===== src/rtl/seq_pkg.sv =====
// Shared definitions for the instruction sequencer.
//   seq_state_t   - sequencer state encoding
//   SEQ_NOP       - word shown to the datapath outside the execute cycle
//   SEQ_HALT_WORD - instruction word that halts the sequencer
//   OPC_*         - opcodes accepted when the illegal-opcode trap is built in
package seq_pkg;

    typedef enum logic [2:0] {
        ST_IDLE,
        ST_FETCH,
        ST_WAIT,
        ST_EXEC,
        ST_HALT
    } seq_state_t;

    localparam logic [31:0] SEQ_NOP       = 32'h0000_0013;  // addi x0,x0,0
    localparam logic [31:0] SEQ_HALT_WORD = 32'h0000_0000;

    localparam logic [6:0] OPC_OP_IMM = 7'b0010011;
    localparam logic [6:0] OPC_OP     = 7'b0110011;

endpackage


===== src/rtl/seq_opcode_check.sv =====
// Combinational opcode legality check used by the illegal-opcode trap.
// Ports:
//   opcode  in  7  IR[6:0] of the instruction in execute
//   legal   out 1  opcode is OP-IMM or OP
module seq_opcode_check
    import seq_pkg::*;
(
    input  logic [6:0] opcode,
    output logic       legal
);

    assign legal = (opcode == OPC_OP_IMM) || (opcode == OPC_OP);

endmodule


===== src/rtl/instruction_sequencer.sv =====
// Multi-cycle fetch/execute controller for a single-cycle RV32 datapath.
// Owns the PC, fetches one word per instruction over a valid/ready request
// plus a valid response, and presents it to the datapath for exactly one
// execute cycle. Outside that cycle the datapath sees a NOP.
//
// Optional feature: define SEQ_ILLEGAL_TRAP_EN to halt on any opcode other
// than OP-IMM / OP (sets sticky illegal_insn). Undefined: no opcode check.
//
// Ports:
//   clk, rst_n       clock, asynchronous active-low reset
//   run              level; leaves IDLE when high
//   stop             pulse; return to IDLE after the current instruction
//   imem_req_valid   fetch request valid (held until imem_req_ready)
//   imem_req_ready   memory accepts request
//   imem_addr        fetch address (= PC)
//   imem_rsp_valid   response valid (only looked at in WAIT)
//   imem_rsp_data    fetched instruction word
//   instruction      word driven into the datapath (NOP outside EXEC)
//   exec_valid       execute cycle; gates datapath register write
//   halted           sequencer in HALT
//   illegal_insn     sticky; HALT caused by illegal opcode
//   retired          count of executed instructions
//
// All outputs come from registers or decode of registered state only.
module instruction_sequencer
    import seq_pkg::*;
#(
    parameter int              XLEN     = 32,
    parameter logic [XLEN-1:0] RESET_PC = '0
) (
    input  logic            clk,
    input  logic            rst_n,
    input  logic            run,
    input  logic            stop,
    output logic            imem_req_valid,
    input  logic            imem_req_ready,
    output logic [XLEN-1:0] imem_addr,
    input  logic            imem_rsp_valid,
    input  logic [31:0]     imem_rsp_data,
    output logic [31:0]     instruction,
    output logic            exec_valid,
    output logic            halted,
    output logic            illegal_insn,
    output logic [31:0]     retired
);

    seq_state_t      state, state_next;
    logic [XLEN-1:0] pc;
    logic [31:0]     ir;
    logic            stop_pending, pending_next;
    logic            opcode_legal;
    logic            is_halt_word;
    logic            exec_ok;

`ifdef SEQ_ILLEGAL_TRAP_EN
    logic illegal_q;

    seq_opcode_check u_opcode_check (
        .opcode (ir[6:0]),
        .legal  (opcode_legal)
    );

    always_ff @(posedge clk or negedge rst_n) begin
        if (!rst_n) begin
            illegal_q <= 1'b0;
        end else if (state == ST_EXEC && !is_halt_word && !opcode_legal) begin
            illegal_q <= 1'b1;
        end
    end

    assign illegal_insn = illegal_q;
`else
    assign opcode_legal = 1'b1;
    assign illegal_insn = 1'b0;
`endif

    assign is_halt_word = (ir == SEQ_HALT_WORD);
    // Only a real instruction retires; halt word and trapped opcodes do not.
    assign exec_ok      = (state == ST_EXEC) && !is_halt_word && opcode_legal;

    // NOTE: every variable gets a default before the case so no path leaves
    // it unassigned, which would otherwise infer a latch.
    always_comb begin
        state_next   = state;
        pending_next = stop_pending | stop;
        case (state)
            ST_IDLE: begin
                if (run) begin
                    // Leaving IDLE consumes any pending stop; a stop arriving
                    // in the same cycle as run keeps us here.
                    pending_next = 1'b0;
                    state_next   = stop ? ST_IDLE : ST_FETCH;
                end
            end
            ST_FETCH: begin
                if (imem_req_ready) begin
                    state_next = ST_WAIT;
                end
            end
            ST_WAIT: begin
                if (imem_rsp_valid) begin
                    state_next = ST_EXEC;
                end
            end
            ST_EXEC: begin
                if (!exec_ok) begin
                    state_next = ST_HALT;
                end else if (stop_pending) begin
                    // A stop landing in this very cycle is kept for the next
                    // instruction rather than being lost with the clear.
                    state_next   = ST_IDLE;
                    pending_next = stop;
                end else begin
                    state_next = ST_FETCH;
                end
            end
            ST_HALT: begin
                state_next = ST_HALT;
            end
            default: begin
                state_next = ST_IDLE;
            end
        endcase
    end

    // NOTE: sequential state uses non-blocking assignments so every register
    // samples the pre-edge values regardless of statement order.
    always_ff @(posedge clk or negedge rst_n) begin
        if (!rst_n) begin
            state        <= ST_IDLE;
            pc           <= RESET_PC;
            ir           <= SEQ_NOP;
            retired      <= '0;
            stop_pending <= 1'b0;
        end else begin
            state        <= state_next;
            stop_pending <= pending_next;
            if (state == ST_WAIT && imem_rsp_valid) begin
                ir <= imem_rsp_data;
            end
            if (exec_ok) begin
                pc      <= pc + XLEN'(4);
                retired <= retired + 32'd1;
            end
        end
    end

    assign imem_req_valid = (state == ST_FETCH);
    assign imem_addr      = pc;
    assign instruction    = (state == ST_EXEC) ? ir : SEQ_NOP;
    assign exec_valid     = exec_ok;
    assign halted         = (state == ST_HALT);

endmodule

===== config.mk =====
export PLATFORM = sky130hd
export DESIGN_NAME = instruction_sequencer
export DESIGN_NICKNAME = d
export VERILOG_FILES = /design/src/rtl/seq_pkg.sv /design/src/rtl/seq_opcode_check.sv /design/src/rtl/instruction_sequencer.sv
export SDC_FILE = /design/constraint.sdc
export NUM_CORES = 1
export LEC_CHECK = 0
export CAP_MARGIN = 20
export CORE_MARGIN = 2
export CORE_UTILIZATION = 51
export CTS_BUF_LIST = sky130_fd_sc_hd__clkbuf_16
export DETAILED_ROUTE_END_ITERATION = 8
export GPL_ROUTABILITY_DRIVEN = 0
export PLACE_DENSITY = 0.88
export SYNTH_ARGS = -nofsm -noshare
export SYNTH_HDL_FRONTEND = slang
export SYNTH_HIERARCHICAL = 1
export SYNTH_SLANG_ARGS = --single-unit

===== constraint.sdc =====
create_clock -name clk -period 2.7 [get_ports clk]
set_input_delay 0.54 -clock clk [delete_from_list [all_inputs] [get_ports clk]]
set_output_delay 0.54 -clock clk [all_outputs]
set_load 0.1 [all_outputs]

==> out/results.txt, run 1 <==
cell depth of the worst flop-to-flop path = 6
worst-case register-to-register setup slack = 0.70 ns
DRC violations left = 0
CTS tree = yes
pin slew with the least headroom to its limit = 0.638 ns
maximum vdd drop = 0.000733 V
Worst Hold Class = in2async
post-detail-place hpwl = 8.40 mm
worst-case headroom to the max-slew limit = 57.4%
status = completed
# setup viols final = 0
critical-path maximum fanout = 16
share of flip-flops with an asynchronous set or reset after synthesis = 100%
deepest clock path buffer count = 2
total number of vias = 3531
largest area contributor in the synthesized netlist = dfrtp_1
mean routed wirelength per cell = 16.9 um
final max-slew violation count = 0
number of global-route vias before repair = 3685
Setup crit end kind = output port
total overflow reported by the global router = 0
share of the synthesized area in the top cell type = 50.3%
clk slew on worst S/H paths = 0.07 ns
floorplan row count = 35
initial antenna violation count = 0
routed via count divided by cell count = 5.42
Total Wirelength = 11.0 mm
RSZ-0062 raised after global routing = no
commonest cells after routing, fill and taps aside = dfrtp_1 (95), buf_4 (69), xnor2_1 (42)
clock share of power = 18.7%
cell chosen for the clock root = clkbuf_16
Resize count post-CTS = 0
initial cell density of the core = 51.9%
fin crit period = 2.58 ns
Die Y-Extent = 100 um
clock skew after layout = 0.00941 ns
floorplan core area = 9110 um2
Post-CTS Hold Fix Bufs = 0
post-place setup slack = 0.456 ns
Total Neg Setup Slack = 0 ns
number of enable-type register cells in the synthesized netlist = 0
Setup Buffers After CTS = 0
share of layout cells above drive strength 1 = 32.4%
number of hold-slack violations in the final timing report = 0
most frequent standard cell in the layout excluding fill and tap cells = dfrtp_1
all-layer global routing usage = 22.9%
number of flip-flops and latches in the synthesized netlist = 98
Tcrit/Tclk final = 95.7%
number of instances in the synthesized netlist = 401
max frequency = 387 MHz
critical path startpoint category = flip-flop
x dimension of the die = 100 um
TritonCTS Sinks = 98
number of DRC markers after the initial detailed-route iteration = 108
Ports = 138
number of distinct library cell variants in the gate-level netlist after synthesis = 44
ant diodes = 0
crit path kind = reg2out
layout net count = 575
net switching component of the power = 2.68 mW
power share of the combinational group = 44.9%
Power Dens Cells = 920 nW/um2
dominant register cell in the synthesized netlist = dfrtp_1
share of synthesized area occupied by flip-flops and latches = 52.0%
reported max-cap violation count = 0
Worst R2R End = state[0]
final worst slack = 0.116 ns
combined area of all synthesized cells = 4730 um2
leakage = 2.98 nW
startpoint of the worst-slack reg-to-reg timing path = ir[8]
pin count of the biggest net entering global routing = 45
internal power consumption = 3.38 mW
clock latency on the worst-skew pair = 0.33 ns
CTS Buf Count = 9
H-tree depth = 3
synthesized area divided by synthesized cell count = 11.8 um2
Syn-to-layout area delta = 39.6%
total power after layout = 6.07 mW
arrival time worst endpoint = 2.04 ns
overall die area = 10100 um2
Detail Route Antenna Nets = 0
number of port buffers = 134
portion of total power attributed to sequential cells = 36.4%
required time reported for the critical path endpoint = 2.16 ns
Pre-antenna DRT Iters = 5
number of warnings reported in the yosys synthesis log = 6
share of total power consumed by net switching = 44.2%
dominant cells by area after synthesis = dfrtp_1 (50%), xnor2_1 (7.8%), mux2_2 (7.4%), and2_1 (4.4%), xor2_1 (3.3%)
global-route wire length before repair = 18.2 mm
==> worst max-delay path, stage by stage (launching register included) <==
cell and delay (ns):
dfrtp_1 0.40, nor4_2 0.39, nand4_2 0.31, o21ai_4 0.24, inv_2 0.16, buf_12 0.21
==> cell type report <==
cell class / count / area, um2
fillers: 610 / 2510
well taps: 111 / 139
clock inverters: 7 / 37.5
clock buffers: 9 / 225
inverters: 8 / 30.0
multi-input cells: 279 / 2150
flip-flops and latches: 98 / 2460
repair buffers: 139 / 1560
==> cell usage after synthesis (8+ instances only) <==
cell type / count
dfrtp_1: 95
xnor2_1: 42
and2_1: 33
mux2_2: 31
nand2_1: 27
nand3_1: 25
nor2_1: 18
xor2_1: 18
nand4_1: 16
and3_1: 11
buf_2: 8
nor3_1: 8
==> sequential cells by signal, indices dropped and copies added (netlist names) <==
register      flops
imem_addr        30
ir               32
retired          32
state             3
stop_pending      1
==> layer usage <==
layer / up-vias / global-route usage, % / share of wire [%] / wire length, um
met5: - / 0 / 0 / 0
met4: 0 / 8.75 / 2.0 / 225
met3: 20 / 5.57 / 5.9 / 650
met2: 132 / 39.1 / 51 / 5630
met1: 1731 / 28.2 / 41 / 4500
li1: 1648 / - / - / -
==> how the worst max path moves through the flow <==
stage                         end  cells after the start         start
floorplan           imem_addr[29]                      6  imem_addr[7]
global route           exec_valid                      5         ir[8]
global placement       exec_valid                      5         ir[8]
CTS                    exec_valid                      5         ir[8]
finish                 exec_valid                      5         ir[8]
detailed placement     exec_valid                      5         ir[8]
==> cells by family (layout without fill, tap and decap cells) <==
kind of cell    Yosys count  in the layout  share of synthesized area (%)
buf+inv                  26            163                           2.91
compound gates           14             14                           3.12
fa+ha+maj                 2              2                          0.529
other cells               1              3                         0.0794
xor+xnor                 60             60                           11.1
simple gates            168            168                           22.6
mux                      32             32                           7.62
flops                    98             98                           52.0
==> power groups by stage <==
stage | clock network (mW) | logic, mW | registers, mW
6_report | 1.14 | 2.72 | 2.21
2_1_floorplan | 0 | 1.55 | 2.55
5_1_grt | 1.22 | 2.84 | 2.26
3_3_place_gp | 0 | 2.69 | 2.20
3_5_place_dp | 0 | 2.74 | 2.23
4_1_cts | 1.16 | 2.74 | 2.21
==> through the flow <==
stage	utilization, %	cells	cell area (um2)	hold WS (ns)
floorplan	-	403	4740	0.244
detailed placement	69.5	635	6330	0.465
finish	72.4	651	6600	0.205
global placement	69.5	635	6330	0.460
global route	72.4	651	6600	0.239
CTS	72.4	651	6600	0.221
Power figures use the tool's default switching activity.
==> run 2: changes to the inputs <==
Settings changed: CORE_MARGIN 2 to default.
==> out/results.txt, run 2 (synthesis gave the netlist of run 1 again) <==
status = complete, but fails checks (was completed)
violated checks = design-rule violations
clock latency on the worst-skew pair = 0.34 ns (was 0.33 ns)
Ports = 138 (unchanged)
Met2 Routed Length = 5.68 mm (was 5.63 mm)
maximum vdd drop = 0.00107 V (was 0.000733 V)
Total Wirelength = 11.3 mm (was 11.0 mm)
worst-case register-to-register setup slack = 0.66 ns (was 0.70 ns)
Syn-to-layout area delta = 40.5% (was 39.6%)
ant diodes = 0 (unchanged)
M1 wire length = 4.70 mm (was 4.50 mm)
initial antenna violation count = 0 (unchanged)
clk slew on worst S/H paths = 0.07 ns (about the same)
Detail Route Antenna Nets = 0 (unchanged)
number of DRC markers after the initial detailed-route iteration = 138 (was 108)
commonest cells after routing, fill and taps aside = dfrtp_1 (95), buf_4 (72), xnor2_1 (42) (was dfrtp_1 (95), buf_4 (69), xnor2_1 (42))
deepest clock path buffer count = 2 (unchanged)
crit path kind = reg2out (unchanged)
highest routing layer actually used = met4 (unchanged)
startpoint of the worst-slack reg-to-reg timing path = state[0] (was ir[8])
TritonCTS Sinks = 98 (unchanged)
overall die area = 9660 um2 (was 10100 um2)
clock skew after layout = 0.00909 ns (was 0.00941 ns)
DRC violations left = 9 (was 0)
critical-path maximum fanout = 16 (unchanged)
required time reported for the critical path endpoint = 2.16 ns (about the same)
initial cell density of the core = 53.4% (was 51.9%)
Worst Hold Class = in2async (unchanged)
floorplan row count = 34 (was 35)
x dimension of the die = 98.3 um (was 100 um)
Pre-antenna DRT Iters = 9 (was 5)
leakage = 3.01 nW (was 2.98 nW)
Setup crit end kind = output port (unchanged)
cell depth of the worst flop-to-flop path = 6 (unchanged)
global-route wire length before repair = 19.0 mm (was 18.2 mm)
total overflow reported by the global router = 0 (unchanged)
number of hold-slack violations in the final timing report = 0 (unchanged)
total met3 wirelength after detailed routing = 635 um (was 650 um)
total number of vias = 3556 (was 3531)
cell chosen for the clock root = clkbuf_16 (unchanged)
max frequency = 405 MHz (was 387 MHz)
mean routed wirelength per cell = 17.4 um (was 16.9 um)
number of port buffers = 134 (unchanged)
CTS tree = yes (unchanged)
pin count of the biggest net entering global routing = 57 (was 45)
critical path startpoint category = flip-flop (unchanged)
all-layer global routing usage = 25.0% (was 22.9%)
floorplan core area = 8850 um2 (was 9110 um2)
most frequent standard cell in the layout excluding fill and tap cells = dfrtp_1 (unchanged)
Post-CTS Hold Fix Bufs = 0 (unchanged)
total power after layout = 6.20 mW (was 6.07 mW)
# setup viols final = 0 (unchanged)
CTS Buf Count = 9 (unchanged)
Tcrit/Tclk final = 91.5% (was 95.7%)
Power Dens Cells = 933 nW/um2 (was 920 nW/um2)
share of layout cells above drive strength 1 = 32.8% (was 32.4%)
Total Neg Setup Slack = 0 ns (unchanged)
post-detail-place hpwl = 8.40 mm (about the same)
routed via count divided by cell count = 5.46 (was 5.42)
Worst R2R End = imem_addr[21] (was state[0])
arrival time worst endpoint = 1.93 ns (was 2.04 ns)
worst-case headroom to the max-slew limit = 52.9% (was 57.4%)
layout net count = 578 (was 575)
pin slew with the least headroom to its limit = 0.706 ns (was 0.638 ns)
Resize count post-CTS = 0 (unchanged)
number of global-route vias before repair = 3725 (was 3685)
final max-slew violation count = 0 (unchanged)
H-tree depth = 3 (unchanged)
RSZ-0062 raised after global routing = no (unchanged)
filler cell count in the final layout = 591 (was 610)
Die Y-Extent = 98.3 um (was 100 um)
Setup Buffers After CTS = 0 (unchanged)
fin crit period = 2.47 ns (was 2.58 ns)
reported max-cap violation count = 0 (unchanged)
run 2: cell count changes in the layout (fill, tap and decap cells not counted), sizes merged:
cell | before | now
clkinvlp | 2 | 0
buf | 103 | 106
clkinv | 4 | 5
bufinv | 0 | 1
run 2: cell type report:
class	count	area (um2)	area share, %
Timing Repair Buffer	142	1580	23.8
Clock inverter	7	61.3	0.923
Tap cell	108	135	2.04
Inverter	8	30.0	0.452
Clock buffer	9	225	3.39
Multi-Input combinational cell	279	2150	32.4
Sequential cell	98	2460	37.0
run 2: per-stage QoR:
step	instances	setup WS (ns)	instance area [um2]	util, %	hold slack [ns]
detailed placement	633	0.467	6340	71.6	0.463
finish	651	0.230	6640	75.0	0.245
global placement	633	0.560	6340	71.6	0.463
CTS	649	0.0865	6620	74.9	0.280
global route	651	0.100	6640	75.0	0.312
floorplan	403	0.269	4740	-	0.244
run 2: power breakdown:
| group | internal (mW) | leakage [nW] | switching, mW |
|---|---|---|---|
| clock network | 0.709 | 0.148 | 0.535 |
| registers | 1.81 | 1.28 | 0.403 |
| logic | 0.966 | 1.58 | 1.77 |
| total | 3.49 | 3.01 | 2.71 |
run 2: layer usage:
metal / track usage [%] / vias to the layer above
li1: - / 1647
met1: 32.1 / 1756
met2: 42.2 / 132
met3: 4.72 / 21
met4: 9.53 / 0
met5: 0 / -
run 2: worst max path at each step:
stage	startpoint	endpoint	slack (ns)	cells after the start
floorplan	imem_addr[7]	imem_addr[29]	0.27	6
global placement	ir[11]	exec_valid	0.56	5
detailed placement	ir[8]	exec_valid	0.47	5
CTS	ir[8]	exec_valid	0.09	5
global route	ir[8]	exec_valid	0.10	5
finish	ir[8]	exec_valid	0.23	5
run 2: worst max-delay path: stages, from the launching register on:
cell	delay, ns
dfrtp_1	0.41
nor4_2	0.38
nand4_2	0.24
o21ai_4	0.19
inv_2	0.15
buf_12	0.21
